===== config.mk =====
export PLATFORM = sky130hd
export DESIGN_NAME = matrix_exec_engine
export DESIGN_NICKNAME = d
export VERILOG_FILES = /design/src/rtl/matrix_exec_engine.sv
export SDC_FILE = /design/constraint.sdc
export NUM_CORES = 1
export LEC_CHECK = 0
export BUFFER_PORTS_ARGS = -buffer_cell sky130_fd_sc_hd__clkbuf_2
export CORE_AREA = 2 2 521 523
export CTS_BUF_LIST = sky130_fd_sc_hd__clkbuf_4 sky130_fd_sc_hd__clkbuf_8
export DETAILED_ROUTE_END_ITERATION = 6
export DIE_AREA = 0 0 523 525
export HOLD_SLACK_MARGIN = 0.1
export REMOVE_ABC_BUFFERS = 1
export SLEW_MARGIN = 20
export SYNTH_ARGS = -nofsm -noshare
export SYNTH_HDL_FRONTEND = slang
export SYNTH_SLANG_ARGS = --single-unit

===== constraint.sdc =====
create_clock -name clk -period 3.2 [get_ports clk]
set_input_delay 0.48 -clock clk [delete_from_list [all_inputs] [get_ports clk]]
set_output_delay 0.48 -clock clk [all_outputs]
set_load 0.02 [all_outputs]

===== src/rtl/matrix_exec_engine.sv =====
// Multi-cycle fetch/decode/execute engine feeding the matrix ALU from data memory.
// Optional ALU watchdog in EXEC is enabled by defining EXEC_WATCHDOG_EN.
module matrix_exec_engine #(
  parameter int DATA_W      = 256,
  parameter int ADDR_W      = 8,
  parameter int IADDR_W     = 7,
  parameter int NUM_CELLS   = 8,
  parameter int REG_CODE    = 7,
  parameter int WDOG_CYCLES = 64
) (
  input  logic               clk,
  input  logic               reset,
  output logic [IADDR_W-1:0] inst_addr,
  input  logic [31:0]        inst_data,
  input  logic               inst_valid,
  output logic               mem_en,
  output logic               mem_we,
  output logic [ADDR_W-1:0]  mem_addr,
  output logic [DATA_W-1:0]  mem_wdata,
  input  logic [DATA_W-1:0]  mem_rdata,
  output logic               reg_we,
  output logic [DATA_W-1:0]  reg_wdata,
  output logic [7:0]         alu_op,
  output logic [7:0]         alu_operand2,
  output logic [DATA_W-1:0]  alu_mat_in,
  output logic               alu_load1,
  output logic               alu_load2,
  input  logic [DATA_W-1:0]  alu_result,
  input  logic               alu_done,
  output logic               busy,
  output logic               halted,
  output logic               error,
  output logic [1:0]         err_code
);

  localparam logic [7:0] OP_NOP   = 8'h00;
  localparam logic [7:0] OP_ADD   = 8'h01;
  localparam logic [7:0] OP_SUB   = 8'h02;
  localparam logic [7:0] OP_SCALE = 8'h03;
  localparam logic [7:0] OP_TRANS = 8'h04;
  localparam logic [7:0] OP_MULT  = 8'h05;
  localparam logic [7:0] OP_STOP  = 8'hFF;

  typedef enum logic [3:0] {
    S_FETCH, S_DECODE, S_SRC1, S_SRC2, S_LOAD2, S_EXEC, S_WRITE, S_HALT, S_ERROR
  } state_t;

  state_t              state_q;
  logic [IADDR_W-1:0]  pc_q;
  logic [31:0]         instr_q;
  logic                mem_en_q, mem_we_q, reg_we_q;
  logic [ADDR_W-1:0]   mem_addr_q;
  logic [DATA_W-1:0]   mem_wdata_q, reg_wdata_q;
  logic [7:0]          alu_op_q, alu_operand2_q;
  logic                alu_load1_q, alu_load2_q;
  logic                busy_q, halted_q, error_q;
  logic [1:0]          err_code_q;

  logic [7:0] op, dst, src1, src2;
  logic       is_bin, is_un, op_legal, addr_fault;

  function automatic logic in_range(input logic [7:0] a);
    return {24'd0, a} < 32'(NUM_CELLS);
  endfunction

  assign op   = instr_q[31:24];
  assign dst  = instr_q[23:16];
  assign src1 = instr_q[15:8];
  assign src2 = instr_q[7:0];

  assign is_bin     = (op == OP_ADD) || (op == OP_SUB) || (op == OP_MULT);
  assign is_un      = (op == OP_SCALE) || (op == OP_TRANS);
  assign op_legal   = is_bin || is_un || (op == OP_NOP) || (op == OP_STOP);
  // src2 is a scalar for SCALE and unused for TRANS, so only binary ops range-check it
  assign addr_fault = !in_range(dst) || !in_range(src1) || (is_bin && !in_range(src2));

`ifdef EXEC_WATCHDOG_EN
  localparam int WD_W = $clog2(WDOG_CYCLES + 1);
  logic [WD_W-1:0] wdog_q;
`endif

  always_ff @(posedge clk) begin
    if (reset) begin
      state_q        <= S_FETCH;
      pc_q           <= '0;
      instr_q        <= '0;
      mem_en_q       <= 1'b0;
      mem_we_q       <= 1'b0;
      mem_addr_q     <= '0;
      mem_wdata_q    <= '0;
      reg_we_q       <= 1'b0;
      reg_wdata_q    <= '0;
      alu_op_q       <= '0;
      alu_operand2_q <= '0;
      alu_load1_q    <= 1'b0;
      alu_load2_q    <= 1'b0;
      busy_q         <= 1'b0;
      halted_q       <= 1'b0;
      error_q        <= 1'b0;
      err_code_q     <= 2'b00;
`ifdef EXEC_WATCHDOG_EN
      wdog_q         <= '0;
`endif
    end else begin
      busy_q      <= 1'b1;
      alu_load1_q <= 1'b0;
      alu_load2_q <= 1'b0;
      mem_we_q    <= 1'b0;
      reg_we_q    <= 1'b0;
`ifdef EXEC_WATCHDOG_EN
      if (state_q != S_EXEC) wdog_q <= '0;
`endif
      case (state_q)
        S_FETCH: begin
          if (inst_valid) begin
            instr_q        <= inst_data;
            alu_op_q       <= inst_data[31:24];
            alu_operand2_q <= inst_data[7:0];
            state_q        <= S_DECODE;
          end
        end
        S_DECODE: begin
          if (op == OP_NOP) begin
            pc_q    <= pc_q + IADDR_W'(1);
            state_q <= S_FETCH;
          end else if (op == OP_STOP) begin
            halted_q <= 1'b1;
            busy_q   <= 1'b0;
            state_q  <= S_HALT;
          end else if (!op_legal || addr_fault) begin
            error_q    <= 1'b1;
            err_code_q <= !op_legal ? 2'b01 : 2'b11;
            busy_q     <= 1'b0;
            state_q    <= S_ERROR;
          end else begin
            mem_en_q   <= 1'b1;
            mem_addr_q <= ADDR_W'(src1);
            state_q    <= S_SRC1;
          end
        end
        S_SRC1: begin
          alu_load1_q <= 1'b1;
          state_q     <= S_SRC2;
          if (is_bin) mem_addr_q <= ADDR_W'(src2);
          else        mem_en_q   <= 1'b0;
        end
        S_SRC2: begin
          mem_en_q <= 1'b0;
          if (is_bin) begin
            alu_load2_q <= 1'b1;
            state_q     <= S_LOAD2;
          end else begin
            state_q <= S_EXEC;
          end
        end
        S_LOAD2: state_q <= S_EXEC;
        S_EXEC: begin
          if (alu_done) begin
            mem_en_q    <= 1'b1;
            mem_we_q    <= 1'b1;
            mem_addr_q  <= ADDR_W'(dst);
            mem_wdata_q <= alu_result;
            if (dst == 8'(REG_CODE)) begin
              reg_we_q    <= 1'b1;
              reg_wdata_q <= alu_result;
            end
            state_q <= S_WRITE;
          end
`ifdef EXEC_WATCHDOG_EN
          else if (wdog_q == WD_W'(WDOG_CYCLES - 1)) begin
            error_q    <= 1'b1;
            err_code_q <= 2'b10;
            busy_q     <= 1'b0;
            state_q    <= S_ERROR;
          end else begin
            wdog_q <= wdog_q + WD_W'(1);
          end
`endif
        end
        S_WRITE: begin
          mem_en_q <= 1'b0;
          pc_q     <= pc_q + IADDR_W'(1);
          state_q  <= S_FETCH;
        end
        S_HALT, S_ERROR: busy_q <= 1'b0;
        default: state_q <= S_FETCH;
      endcase
    end
  end

  // Read data reaches the ALU in the same cycle as its load strobe; a reset
  // arriving during WRITE suppresses that cycle's write strobes.
  assign alu_mat_in   = (alu_load1_q || alu_load2_q) ? mem_rdata : '0;
  assign mem_we       = mem_we_q & ~reset;
  assign reg_we       = reg_we_q & ~reset;
  assign inst_addr    = pc_q;
  assign mem_en       = mem_en_q;
  assign mem_addr     = mem_addr_q;
  assign mem_wdata    = mem_wdata_q;
  assign reg_wdata    = reg_wdata_q;
  assign alu_op       = alu_op_q;
  assign alu_operand2 = alu_operand2_q;
  assign alu_load1    = alu_load1_q;
  assign alu_load2    = alu_load2_q;
  assign busy         = busy_q;
  assign halted       = halted_q;
  assign error        = error_q;
  assign err_code     = err_code_q;

endmodule


### Word-level counts from Yosys, hierarchy flattened

Index checks and enable logic that the tools add are counted.

* equal/unequal tests: 23
* reduce and logical (&&, ||, !) cells: 34
* add/sub/neg operators: 1
* bitwise logic cells: 9
* magnitude comparators: 3
* multiplexer cells: 31

Operator list (count)
* 256-bit 2-to-1 mux: 1
* 8-bit 2-to-1 mux: 5
* 4-bit one-hot mux with 7 select lines: 1
* 8-bit by 3-bit equality test with 1-bit output, second input constant: 3
* 8-bit by 4-bit less-than comparator with 1-bit output, second input constant: 3
* 8-bit one-hot mux with 3 select lines: 1
* 4-bit 2-to-1 mux: 5
* 4-bit by 3-bit equality test with 1-bit output, second input constant: 4
* 8-bit by 2-bit equality test with 1-bit output, second input constant: 2
* 2-bit != test, second input constant: 8
* 7-bit one-hot mux with 2 select lines: 1
* 1-bit 2-to-1 mux: 13
* 6-bit AND reduction: 2
* 1-bit logical OR: 10
* 3-bit AND reduction: 3
* 4-bit by 2-bit equality test with 1-bit output, second input constant: 2
* 8-bit by 1-bit equality test with 1-bit output, second input constant: 1
* 8-bit equality test, second input constant: 1
* 8-bit zero test: 1
* 2-bit OR reduction: 4
* 7-bit by 1-bit adder with 7-bit output, second input constant: 1
* 7-bit 2-to-1 mux: 1
* 1-bit NOT: 7
* 2-bit AND reduction: 3
* other kinds (14): 18

* output and inout port bits: 809
* input bits: 548
* logic and storage cells: 118
* register bits after elaboration: 589

### Longest topological paths before layout

* word-level depth: 12
* gate-level depth with buffers: 10

### Worst setup path before layout

No wires, ideal clock.

* kind: register to register
* start: reg instr_q[31]
* end: reg mem_addr_q[6], in the netlist mem_addr[6]
* setup slack: 1.016 ns
* stages on the path, launching flop included: 8
* required time: 3.112 ns
* data arrival time: 2.096 ns
* path through: dfxtp_1 -> or4_4 -> nor3b_2 -> o221ai_2 -> a221oi_4 -> buf_6 -> a21oi_2 -> a311oi_2

* word-level cells in the longest chain between the ends: 10
* elaborated cells on any way between the ends: 22
* those cells by class: 10 x eq/ne; 12 x reduce/logical

RTL lines
* start, declared: RTL line 50 `logic [31:0] instr_q;`
* start signal, assigned: RTL line 116 `instr_q <= inst_data;`
* 8-bit by 1-bit equality test with 1-bit output or 8-bit by 2-bit equality test with 1-bit output (tied branches): RTL line 71 `assign is_bin = (op == OP_ADD) || (op == OP_SUB) || (op == OP_MULT);`
* 1-bit logical OR (2 in a row): RTL line 71
* 1-bit logical OR (3 in a row): RTL line 73 `assign op_legal = is_bin || is_un || (op == OP_NOP) || (op == OP_STOP);`
* 1-bit zero test
* 1-bit logical OR: RTL line 130 `end else if (!op_legal || addr_fault) begin`
* 2-bit != test (no source line)
* 6-bit AND reduction (no source line) (*)
* end signal, assigned: RTL line 137 `mem_addr_q <= ADDR_W'(src1);`
* end signal, assigned: RTL line 144 `if (is_bin) mem_addr_q <= ADDR_W'(src2);`
* end signal, assigned: RTL line 161 `mem_addr_q <= ADDR_W'(dst);`
* end, declared: RTL line 52 `logic [ADDR_W-1:0] mem_addr_q;`

Mark *: on every way between the ends. The rest lies on a longest branch, timed or not.
A chain may end at the register's enable or synchronous reset.

### Worst setup path after layout

* start: reg alu_load1_q, in the netlist alu_load1
* end: out alu_mat_in[166]

* word-level cells in the longest chain between the ends: 2

RTL lines
* start, declared: RTL line 55 `logic alu_load1_q, alu_load2_q;`
* start signal, assigned: RTL line 95 `alu_load1_q <= 1'b0;`
* start signal, assigned: RTL line 106 `alu_load1_q <= 1'b0;`
* start signal, assigned: RTL line 142 `alu_load1_q <= 1'b1;`
* 1-bit logical OR: RTL line 193 `assign alu_mat_in = (alu_load1_q || alu_load2_q) ? mem_rdata : '0;`
* 256-bit 2-to-1 mux: RTL line 193
* end, declared: RTL line 25 `output logic [DATA_W-1:0] alu_mat_in,`

Every way passes these cells.

==> results.ini <==
[outcome]
status=completed

[finish]
drive_gt1_share_pct=35.8
final_core_util_pct=14.6
syn2layout_area_growth_pct=79.8
layout.filler_cells=31000
nNetsFinal=5058

[detailed_routing]
post_drt_via_cell_ratio=3.38
route.detailed.drc=0
dr.pass1.iters=5
drt_iter0_drc=1579
ant_nets=0
wl_per_cell_um=29.8
routed_wl_um=245000
num_vias=27900

[synth]
yosysWarnings=0
synthFlopType=dfxtp_1
synth.distinct_cells=49
seq_area_frac_synth_pct=52.4
synth_top_area_cell=dfxtp_1
synth_xor_area_share_pct=0.241
synth.area.top_cells=dfxtp_1, nand2_1, a21oi_1
synthAdderAreaFrac_pct=0.0573
synth_most_common_cell=nand2_1
async_flop_share_pct=0
avgSynthCellArea_um2=7.67
synth_edf_count=0
synth_commonest_cells=nand2_1, dfxtp_1, a21oi_1
synth_seq_cells=572
synth_compound_area_share_pct=14.3
synth_top_area_share_pct=52.4
synthCells=2848
synth_simple_gate_area_share_pct=28.2
synth_mux_area_share_pct=0.0458
synth_top_family_by_area=simple AND/OR/NAND/NOR gates
synthesis.area_um2=21800

[place]
port_buffers=1356
hpwl_um=209000
gp_congestion=1.02

[critical_path]
r2r_slack_ns=0.26
crit_path_cell_trace=nor2_4 -> buf_12 -> buf_12 -> buf_4 -> nor2b_1 -> clkbuf_2
crit_top_cell=buf_12
crit_path_start_kind=register
crit_buf_inv=4
cp_top_family=buffers and inverters
cp_max_fo=22
crit_required_ns=2.72
critical_path_class=register to output port
cp_data_arrival_time_ns=2.53
crit_slowest_cell=dfxtp_1
crit_path_end_kind=output port
critPathMaxStageDelay_ns=0.38

[power]
net-switching-power_mw=5.02
vdd_drop_max_mv=0.320
p_leak_nw=15.8
p_int_mw=12.9
powerDensity_nw_per_um2=456
power_frac_comb_pct=11.0
seqPwrFrac_pct=40.7
clockPowerShare_pct=48.3
switching_share_pct=28.0

[run]
cap_violations=0

[floorplanning]
dieHeight_um=525
initial_core_util_pct=8.11
pin_count=1357
std_cell_rows=191
die_w_um=523
core_um2=269000
die_area_um2=275000

[sta]
max_clock_freq_ghz=0.333
worst_pin_slew_ns=0.876
setup_violations=0
skew_ns=0.162
finalHoldViolations=0
finalCritPeriodShare_pct=93.9
fin_crit_ns=3.01
setup_tns_ns=0
rsz0062_at_grt=false
slew_viol_final=0
slew_headroom_pct=41.6

[global_route]
antenna_found_initial=265
grt_pass1_vias=26100
grt-ovfl-total=0
grt_pass1_wl_um=300000
grt_max_degree=138
grt_util_all_layers_pct=17.1

[clocking]
cts_num_sinks=572
cts_tree=built
cts_made_buffers=115
cts_htree_levels=3
clkTransAtPathRegs_ns=0.07
cts_max_path_buffers=4
clock_latency_ns=0.99
cts-root-buf=clkbuf_8

[worst_hold_path]
min_path_type=primary input to register

-- cell usage in the layout, fill, tap and decap left out, types with 26 or more instances in the layout --
| master | instances |
|---|---|
| clkbuf_2 | 1354 |
| buf_12 | 27 |
| diode_2 | 78 |
| clkbuf_8 | 142 |
| nor2b_1 | 259 |
| buf_4 | 43 |
| dlygate4sd3_1 | 356 |
| dfxtp_1 | 572 |
| clkbuf_4 | 26 |
| nand2_1 | 1098 |
| a21oi_1 | 568 |
-- worst register-to-register path, delay by kind of cell (launching register included) --
family          cells  cell delay, ns
buf+inv             3            1.53
compound gates      1            0.18
simple gates        3            0.75
flops               1            0.42
-- power by group through the flow --
stage / registers (mW) / clock network, mW / logic [mW]
after floorplan: 7.50 / 0 / 0.384
after global placement: 7.45 / 0 / 1.42
after detailed placement: 7.45 / 0 / 1.41
after CTS: 7.29 / 9.06 / 1.99
after global routing: 7.30 / 9.24 / 2.09
final: 7.30 / 8.66 / 1.97
-- metrics by stage --
step	instances	instance area (um2)	total power, mW	setup WS [ns]	hold WS, ns
after floorplan	2610	20800	7.88	-10.25	0.431
after global placement	7603	33000	8.86	0.634	0.439
after detailed placement	7603	33000	8.86	0.622	0.442
after CTS	8163	39100	18.3	0.0110	0.117
after global routing	8223	39200	18.6	0.0467	0.192
final	8241	39300	17.9	0.194	0.280
-- logic make-up (layout without fill, tap and decap cells) --
kind of cell    after synthesis  in the layout
buf+inv                     240           1985
fa+ha+maj                     1              1
mux                           1              1
xor+xnor                      6              6
flops                       572            572
simple gates               1427           1427
other cells                   0             78
compound gates              601            601
-- final cells by class --
class / instances / area (um2) / share of cell area, %
tap: 3570 / 4470 / 11.4
multi-input combinational: 2036 / 9410 / 23.9
clock buffer: 167 / 2140 / 5.45
sequential: 572 / 11500 / 29.1
clock inverter: 34 / 398 / 1.01
antenna: 78 / 195 / 0.497
inverter: 2 / 7.51 / 0.0191
timing repair buffer: 1782 / 11200 / 28.6
-- state kept, by name (all words and copies together), names as in the netlist, 2 cells and up --
| register | flops |
|---|---|
| instr_q | 32 |
| reg_wdata | 256 |
| inst_addr | 7 |
| err_code | 2 |
| state_q | 4 |
| mem_addr | 8 |
| mem_wdata | 256 |
-- what timing repair did --
action / CTS / global route
hold buffers: 356 / 0
resized for setup: 2 / 0
setup endpoints to repair: 142 / 0
setup buffers: 3 / 0
hold endpoints to repair: 560 / 0
-- routing by layer --
layer / track usage [%] / vias up / share of wire (%)
met2: 28.6 / 1811 / 47
met5: 0 / - / 0.065
li1: - / 12600 / -
met4: 10.9 / 24 / 6.5
met3: 8.00 / 576 / 12
met1: 17.1 / 12900 / 34
-- final timing paths --
check / end / cells after the start / from
setup / recovery: alu_mat_in[166] / 6 / alu_load1$_SDFF_PP0_
setup reg to reg: instr_q[31]$_SDFFE_PP0P_ / 7 / state_q[3]$_SDFFE_PP0P_
hold / removal: mem_wdata[162]$_SDFFE_PP0P_ / 4 / alu_result[162]
hold reg to reg: reg_wdata[211]$_SDFFE_PP0P_ / 2 / reg_wdata[211]$_SDFFE_PP0P_
(Power assumes the default switching activity.)
